**src/rtl/pe_feeder.sv**
```systemverilog
// Feeds a PE column array: loads a 3-row kernel, then streams pixels through a
// staggered shift register with per-row enables, and finally flushes it with zeros.
module pe_feeder #(
  parameter int IMG_ROW    = 13,
  parameter int WEIGHT_ROW = 3,
  parameter int N_COL      = 16
) (
  input  logic                    clk,
  input  logic                    reset,
  input  logic                    go,
  input  logic [2:0]              channel_cfg,
  input  logic                    in_valid,
  output logic                    in_ready,
  input  logic [7:0]              in_data,
  output logic [IMG_ROW-1:0]      start,
  output logic [IMG_ROW*8-1:0]    img,
  output logic [WEIGHT_ROW*8-1:0] weight_top,
  output logic [WEIGHT_ROW*8-1:0] weight_mid,
  output logic [WEIGHT_ROW*8-1:0] weight_bottom,
  output logic [2:0]              channel_packed,
  output logic                    shift_en,
  output logic                    busy,
  output logic                    done
);

  localparam int PIX_W  = $clog2(N_COL + 1);
  localparam int DRN_W  = (IMG_ROW > 2) ? $clog2(IMG_ROW) : 1;
  localparam int LANE_W = (WEIGHT_ROW > 1) ? $clog2(WEIGHT_ROW) : 1;

  typedef enum logic [2:0] {IDLE, LOAD_W, STREAM, DRAIN, FIN} state_t;

  state_t             state_q, state_d;
  logic [1:0]         row_q;
  logic [LANE_W-1:0]  lane_q;
  logic [PIX_W-1:0]   pix_q;
  logic [DRN_W-1:0]   drn_q;

  logic last_w, last_pix, last_drn;
  assign last_w   = (row_q == 2'd2) && (lane_q == LANE_W'(WEIGHT_ROW - 1));
  assign last_pix = (pix_q == PIX_W'(N_COL - 1));
  assign last_drn = (drn_q == DRN_W'(IMG_ROW - 2));

  always_ff @(posedge clk or negedge reset) begin
    if (!reset) state_q <= IDLE;
    else        state_q <= state_d;
  end

  // NOTE: every output and next-state gets a default first so no path leaves it
  // unassigned; otherwise synthesis infers latches.
  always_comb begin
    state_d  = state_q;
    in_ready = 1'b0;
    shift_en = 1'b0;
    busy     = (state_q != IDLE);
    done     = 1'b0;
    case (state_q)
      IDLE:   if (go) state_d = LOAD_W;
      LOAD_W: begin
        in_ready = 1'b1;
        if (in_valid && last_w) state_d = STREAM;
      end
      STREAM: begin
        in_ready = 1'b1;
        shift_en = in_valid;
        if (in_valid && last_pix) state_d = DRAIN;
      end
      DRAIN: begin
        shift_en = 1'b1;
        if (last_drn) state_d = FIN;
      end
      FIN: begin
        done    = 1'b1;
        state_d = IDLE;
      end
      default: state_d = IDLE;
    endcase
  end

  // NOTE: sequential state uses non-blocking assignments so every register
  // samples pre-edge values regardless of statement order.
  always_ff @(posedge clk or negedge reset) begin
    if (!reset) begin
      start          <= '0;
      img            <= '0;
      weight_top     <= '0;
      weight_mid     <= '0;
      weight_bottom  <= '0;
      channel_packed <= '0;
      row_q          <= '0;
      lane_q         <= '0;
      pix_q          <= '0;
      drn_q          <= '0;
    end else begin
      case (state_q)
        IDLE: if (go) begin
          channel_packed <= channel_cfg;
          start          <= '0;
          img            <= '0;
          row_q          <= '0;
          lane_q         <= '0;
          pix_q          <= '0;
          drn_q          <= '0;
        end
        LOAD_W: if (in_valid) begin
          case (row_q)
            2'd0:    weight_top[{lane_q, 3'b000} +: 8]    <= in_data;
            2'd1:    weight_mid[{lane_q, 3'b000} +: 8]    <= in_data;
            default: weight_bottom[{lane_q, 3'b000} +: 8] <= in_data;
          endcase
          if (lane_q == LANE_W'(WEIGHT_ROW - 1)) begin
            lane_q <= '0;
            row_q  <= row_q + 2'd1;
          end else begin
            lane_q <= lane_q + LANE_W'(1);
          end
        end
        STREAM: if (in_valid) begin
          img   <= {img[IMG_ROW*8-9:0], in_data};
          start <= {start[IMG_ROW-2:0], 1'b1};
          pix_q <= pix_q + PIX_W'(1);
        end
        DRAIN: begin
          img   <= {img[IMG_ROW*8-9:0], 8'h00};
          start <= '1;
          drn_q <= drn_q + DRN_W'(1);
        end
        FIN: start <= '0;
        default: ;
      endcase
    end
  end

endmodule

```
**config.mk**
```make
export PLATFORM = sky130hd
export DESIGN_NAME = pe_feeder
export DESIGN_NICKNAME = d
export VERILOG_FILES = /design/src/rtl/pe_feeder.sv
export SDC_FILE = /design/constraint.sdc
export NUM_CORES = 1
export LEC_CHECK = 0
export CAP_MARGIN = 0
export CORE_UTILIZATION = 50
export CTS_CLUSTER_DIAMETER = 60
export DETAILED_ROUTE_END_ITERATION = 6
export PLACE_DENSITY = 0.9
export SETUP_SLACK_MARGIN = 0.02
export SLEW_MARGIN = 10
export SYNTH_ARGS = -nofsm -noshare
export SYNTH_HDL_FRONTEND = slang
export SYNTH_SLANG_ARGS = --single-unit
```
**constraint.sdc**
```tcl
create_clock -name clk -period 2.45 [get_ports clk]
set_clock_uncertainty 0.1 [all_clocks]
set_input_delay 0.49 -clock clk [delete_from_list [all_inputs] [get_ports clk]]
set_output_delay 0.49 -clock clk [all_outputs]
set_load 0.02 [all_outputs]
```
==> report_table.html, run 1 <==
<table>
<tr><th>Metric</th><th>Value</th></tr>
<tr><th colspan="2">Route</th></tr>
<tr><td>Routed met1 length</td><td>9350 µm</td></tr>
<tr><td>Met3 wire length</td><td>2090 µm</td></tr>
<tr><td>Vias</td><td>6744</td></tr>
<tr><td>Number of search-and-repair iterations in the first detailed-routing pass</td><td>5</td></tr>
<tr><td>Routed WL</td><td>23500 µm</td></tr>
<tr><td>Drt via density</td><td>5.50</td></tr>
<tr><td>Residual DRC count</td><td>0</td></tr>
<tr><td>WL met2</td><td>11400 µm</td></tr>
<tr><td>Antenna-violating nets left</td><td>0</td></tr>
<tr><td>Number of design-rule violations left by the first detailed-router iteration</td><td>342</td></tr>
<tr><td>DR top layer</td><td>met4</td></tr>
<tr><td>Mean routed wirelength per cell</td><td>19.1 µm</td></tr>
<tr><th colspan="2">CTS</th></tr>
<tr><td>Clock transition at path regs</td><td>60 ps</td></tr>
<tr><td>Number of buffers added by the clock tree synthesis step</td><td>22</td></tr>
<tr><td>Clock tree root driver cell</td><td>sky130_fd_sc_hd__clkbuf_16</td></tr>
<tr><td>TritonCTS clock tree</td><td>built</td></tr>
<tr><td>Maximum level of the CTS H-tree</td><td>1</td></tr>
<tr><td>Clk buf depth</td><td>3</td></tr>
<tr><td>Clock latency of the later-clocked register in the worst-skew pair</td><td>500 ps</td></tr>
<tr><td>TritonCTS sink count</td><td>208</td></tr>
<tr><th colspan="2">Timing</th></tr>
<tr><td>Setup_tns</td><td>0 ps</td></tr>
<tr><td>Slew at the pin with the worst max-slew slack</td><td>707 ps</td></tr>
<tr><td>Headroom to the max-slew limit</td><td>52.9%</td></tr>
<tr><td>Peak clock frequency supported by timing</td><td>0.439 GHz</td></tr>
<tr><td>Final setup violation count</td><td>0</td></tr>
<tr><td>Final Hold Viols</td><td>0</td></tr>
<tr><td>Ratio of final minimum period to clock period</td><td>93.0%</td></tr>
<tr><td>RSZ-0062 raised after global routing</td><td>no</td></tr>
<tr><td>Time the final worst path needs with I/O delays and setup</td><td>2280 ps</td></tr>
<tr><td>Max-slew violation total from the final report</td><td>0</td></tr>
<tr><th colspan="2">Logic synthesis</th></tr>
<tr><td>Commonest register cell after synthesis</td><td>sky130_fd_sc_hd__dfrtp_1</td></tr>
<tr><td>Simple logic cell fraction of the synthesized area</td><td>10.3%</td></tr>
<tr><td>Number of enable flip-flop cells after synthesis</td><td>0</td></tr>
<tr><td>Synthesized net count</td><td>774</td></tr>
<tr><td>Library cell with the largest summed area after synthesis</td><td>sky130_fd_sc_hd__dfrtp_1</td></tr>
<tr><td>Post-synthesis sequential element count</td><td>208</td></tr>
<tr><td>Most common library cells after synthesis</td><td>sky130_fd_sc_hd__dfrtp_1, sky130_fd_sc_hd__mux2_2, sky130_fd_sc_hd__nand2_1</td></tr>
<tr><td>Yosys Warn Count</td><td>0</td></tr>
<tr><td>Share of synthesized flip-flops with an asynchronous set or reset</td><td>100%</td></tr>
<tr><td>Most frequent cell after synthesis</td><td>sky130_fd_sc_hd__dfrtp_1</td></tr>
<tr><td>Unique cell type count in the Yosys netlist</td><td>51</td></tr>
<tr><td>Synthesized-area fraction occupied by adder cells</td><td>1.67%</td></tr>
<tr><td>Post-synthesis mux area share</td><td>18.3%</td></tr>
<tr><td>Proportion of synthesized chip area in sequential cells</td><td>57.9%</td></tr>
<tr><td>Cell count after synthesis</td><td>747</td></tr>
<tr><td>Cell Area, Synth</td><td>8990 µm²</td></tr>
<tr><td>Post-Synthesis Mean Instance Area</td><td>12.0 µm²</td></tr>
<tr><td>Yosys top cell area share</td><td>57.9%</td></tr>
<tr><td>Post-synthesis xor/xnor area fraction</td><td>0.292%</td></tr>
<tr><td>Compound-gate portion of the synthesized area</td><td>6.46%</td></tr>
<tr><td>Top area cells in the synthesized netlist</td><td>sky130_fd_sc_hd__dfrtp_1, sky130_fd_sc_hd__mux2_2, sky130_fd_sc_hd__mux2i_1</td></tr>
<tr><td>Main combinational cell family by area after synthesis</td><td>multiplexers</td></tr>
<tr><th colspan="2">Global route</th></tr>
<tr><td>Total global-route track usage</td><td>26.0%</td></tr>
<tr><td>Initial antenna violation count</td><td>0</td></tr>
<tr><td>Maximum number of pins on one net before global-route repair</td><td>64</td></tr>
<tr><td>Congestion Overflow GR</td><td>0</td></tr>
<tr><td>Wire length of the first global-routing pass</td><td>37400 µm</td></tr>
<tr><td>Via count of the first global-routing pass</td><td>7141</td></tr>
<tr><th colspan="2">Pwr</th></tr>
<tr><td>Maximum VDD drop</td><td>0.816 mV</td></tr>
<tr><td>Part of the power in registers</td><td>35.8%</td></tr>
<tr><td>Leakage power</td><td>5.53 nW</td></tr>
<tr><td>Power density over the cells</td><td>1020 nW/µm²</td></tr>
<tr><td>Net switching power</td><td>4.45 mW</td></tr>
<tr><td>Switching part of the total power</td><td>35.2%</td></tr>
<tr><td>Clock network power share</td><td>24.8%</td></tr>
<tr><td>Part of the power in combinational logic</td><td>39.4%</td></tr>
<tr><td>Power Total</td><td>12.6 mW</td></tr>
<tr><td>Internal Dissipation</td><td>8.19 mW</td></tr>
<tr><th colspan="2">Place</th></tr>
<tr><td>Area of placed instances</td><td>11700 µm²</td></tr>
<tr><td>Hpwl dp</td><td>16200 µm</td></tr>
<tr><td>Gpl congestion</td><td>0.839</td></tr>
<tr><td>Buffers added on ports</td><td>210</td></tr>
<tr><th colspan="2">Layout</th></tr>
<tr><td>Fin area</td><td>12400 µm²</td></tr>
<tr><td>Share of layout cells above drive strength 1</td><td>17.6%</td></tr>
<tr><td>Number of antenna cells inserted</td><td>0</td></tr>
<tr><td>Number of nets in the finished design</td><td>1016</td></tr>
<tr><td>Area growth from synthesis to layout</td><td>37.5%</td></tr>
<tr><th colspan="2">Floorplanning</th></tr>
<tr><td>Area of the die</td><td>18500 µm²</td></tr>
<tr><td>Number of ports placed on the die boundary</td><td>211</td></tr>
<tr><td>Placement row count</td><td>48</td></tr>
<tr><td>Core Region</td><td>17400 µm²</td></tr>
<tr><td>Initial standard-cell utilization of the core</td><td>51.6%</td></tr>
<tr><td>Height of the die</td><td>136 µm</td></tr>
<tr><td>Die width</td><td>136 µm</td></tr>
<tr><th colspan="2">Worst setup path</th></tr>
<tr><td>Kind of critical path</td><td>flip-flop to primary output</td></tr>
<tr><td>Nature of the critical path endpoint</td><td>primary output</td></tr>
<tr><td>Signal arrival time at the worst endpoint</td><td>1690 ps</td></tr>
<tr><td>Biggest fanout along the worst timing path</td><td>9</td></tr>
<tr><td>Type of element launching the critical path</td><td>flip-flop</td></tr>
<tr><td>Required time of the critical path</td><td>1860 ps</td></tr>
<tr><th colspan="2">Status</th></tr>
<tr><td>Result of the run</td><td>completed</td></tr>
<tr><th colspan="2">Job</th></tr>
<tr><td># Max-Cap Violations</td><td>0</td></tr>
<tr><th colspan="2">Worst hold path</th></tr>
<tr><td>Classification of the worst-slack hold path</td><td>flip-flop to flip-flop</td></tr>
</table>
[flip-flops by register name, indices dropped and copies added (netlist names)]
name	count
channel_packed	3
drn_q	4
img	104
lane_q	2
pix_q	5
row_q	2
start	13
state_q	3
weight_bottom	24
weight_mid	24
weight_top	24
[metal layers]
layer | global-route usage [%] | vias to the layer above
met5 | 0 | -
met4 | 9.14 | 0
met3 | 8.61 | 43
met2 | 43.4 | 271
met1 | 31.3 | 3386
li1 | - | 3044
[final timing paths]
| kind | from | slack (ps) | cells after the start | to |
|---|---|---|---|---|
| worst min-delay path | channel_packed[1] | 380 | 2 | channel_packed[1] |
| max in group asynchronous | reset | 1150 | 3 | img[48] |
| worst max register to register | state_q[2] | 330 | 4 | start[9] |
| min in group asynchronous | reset | 410 | 2 | img[100] |
| worst min register to register | channel_packed[1] | 380 | 2 | channel_packed[1] |
| worst max-delay path | state_q[0] | 170 | 2 | busy |
[through the flow]
stage	std cells	setup slack (ps)	hold WS (ps)	utilization, %
6_report	1227	172	380	71.0
5_1_grt	1227	122	403	71.0
4_1_cts	1227	27.4	383	70.9
3_5_place_dp	1189	1.30	369	67.0
3_3_place_gp	1189	38.7	358	67.0
2_1_floorplan	747	366	94.4	-
[area by class of cell]
type / count / area, µm²
Inverter: 65 / 244
Clock inverter: 3 / 21.3
Fill cell: 1191 / 5060
Sequential cell: 208 / 5210
Multi-Input combinational cell: 430 / 3350
Timing Repair Buffer: 262 / 2610
Clock buffer: 34 / 647
Tap cell: 225 / 282
[cells in the final DEF, fill, tap and decap left out, types with 18 or more instances in the layout]
cell / count
sky130_fd_sc_hd__clkbuf_16: 23
sky130_fd_sc_hd__buf_4: 42
sky130_fd_sc_hd__nand3_1: 18
sky130_fd_sc_hd__mux2_2: 85
sky130_fd_sc_hd__nor2_1: 55
sky130_fd_sc_hd__clkdlybuf4s50_1: 205
sky130_fd_sc_hd__dfrtp_1: 207
sky130_fd_sc_hd__mux2i_1: 56
sky130_fd_sc_hd__inv_1: 65
sky130_fd_sc_hd__a32o_1: 25
sky130_fd_sc_hd__nand2_1: 68
[power groups by stage]
stage               clock network, mW  logic (mW)  registers, mW
finish                           3.14        4.98           4.52
global route                     3.33        5.29           4.60
CTS                              3.20        4.98           4.52
detailed placement                  0        4.94           4.56
global placement                    0        4.84           4.53
floorplan                           0        2.23           5.13
[critical path, stage by stage, from the launching register on]
cell and delay [ps]:
sky130_fd_sc_hd__dfrtp_1 470, sky130_fd_sc_hd__or3_1 400, sky130_fd_sc_hd__dlygate4sd2_1 320
[kinds of logic after synthesis]
| group | count (synthesis) |
|---|---|
| adder cells (fa/ha/maj) | 12 |
| flip-flops | 208 |
| buffers and inverters | 109 |
| AND/OR/NAND/NOR | 190 |
| multiplexers | 152 |
| AO/OA/AOI/OAI | 73 |
| XOR/XNOR | 3 |
[repair_timing]
action,CTS,global route
buffers inserted,0,0
hold buffers,1,0
setup endpoints to repair,5,1
resized for setup,5,1
endpoints found under the hold margin,46,0
Power figures use the tool's default switching activity.
==> run 2: changes to the inputs <==
Settings changed: CAP_MARGIN 0 to 20.
==> results of run 2 <==
Same layout as run 1: the final DEF is identical, and so are final timing and power.
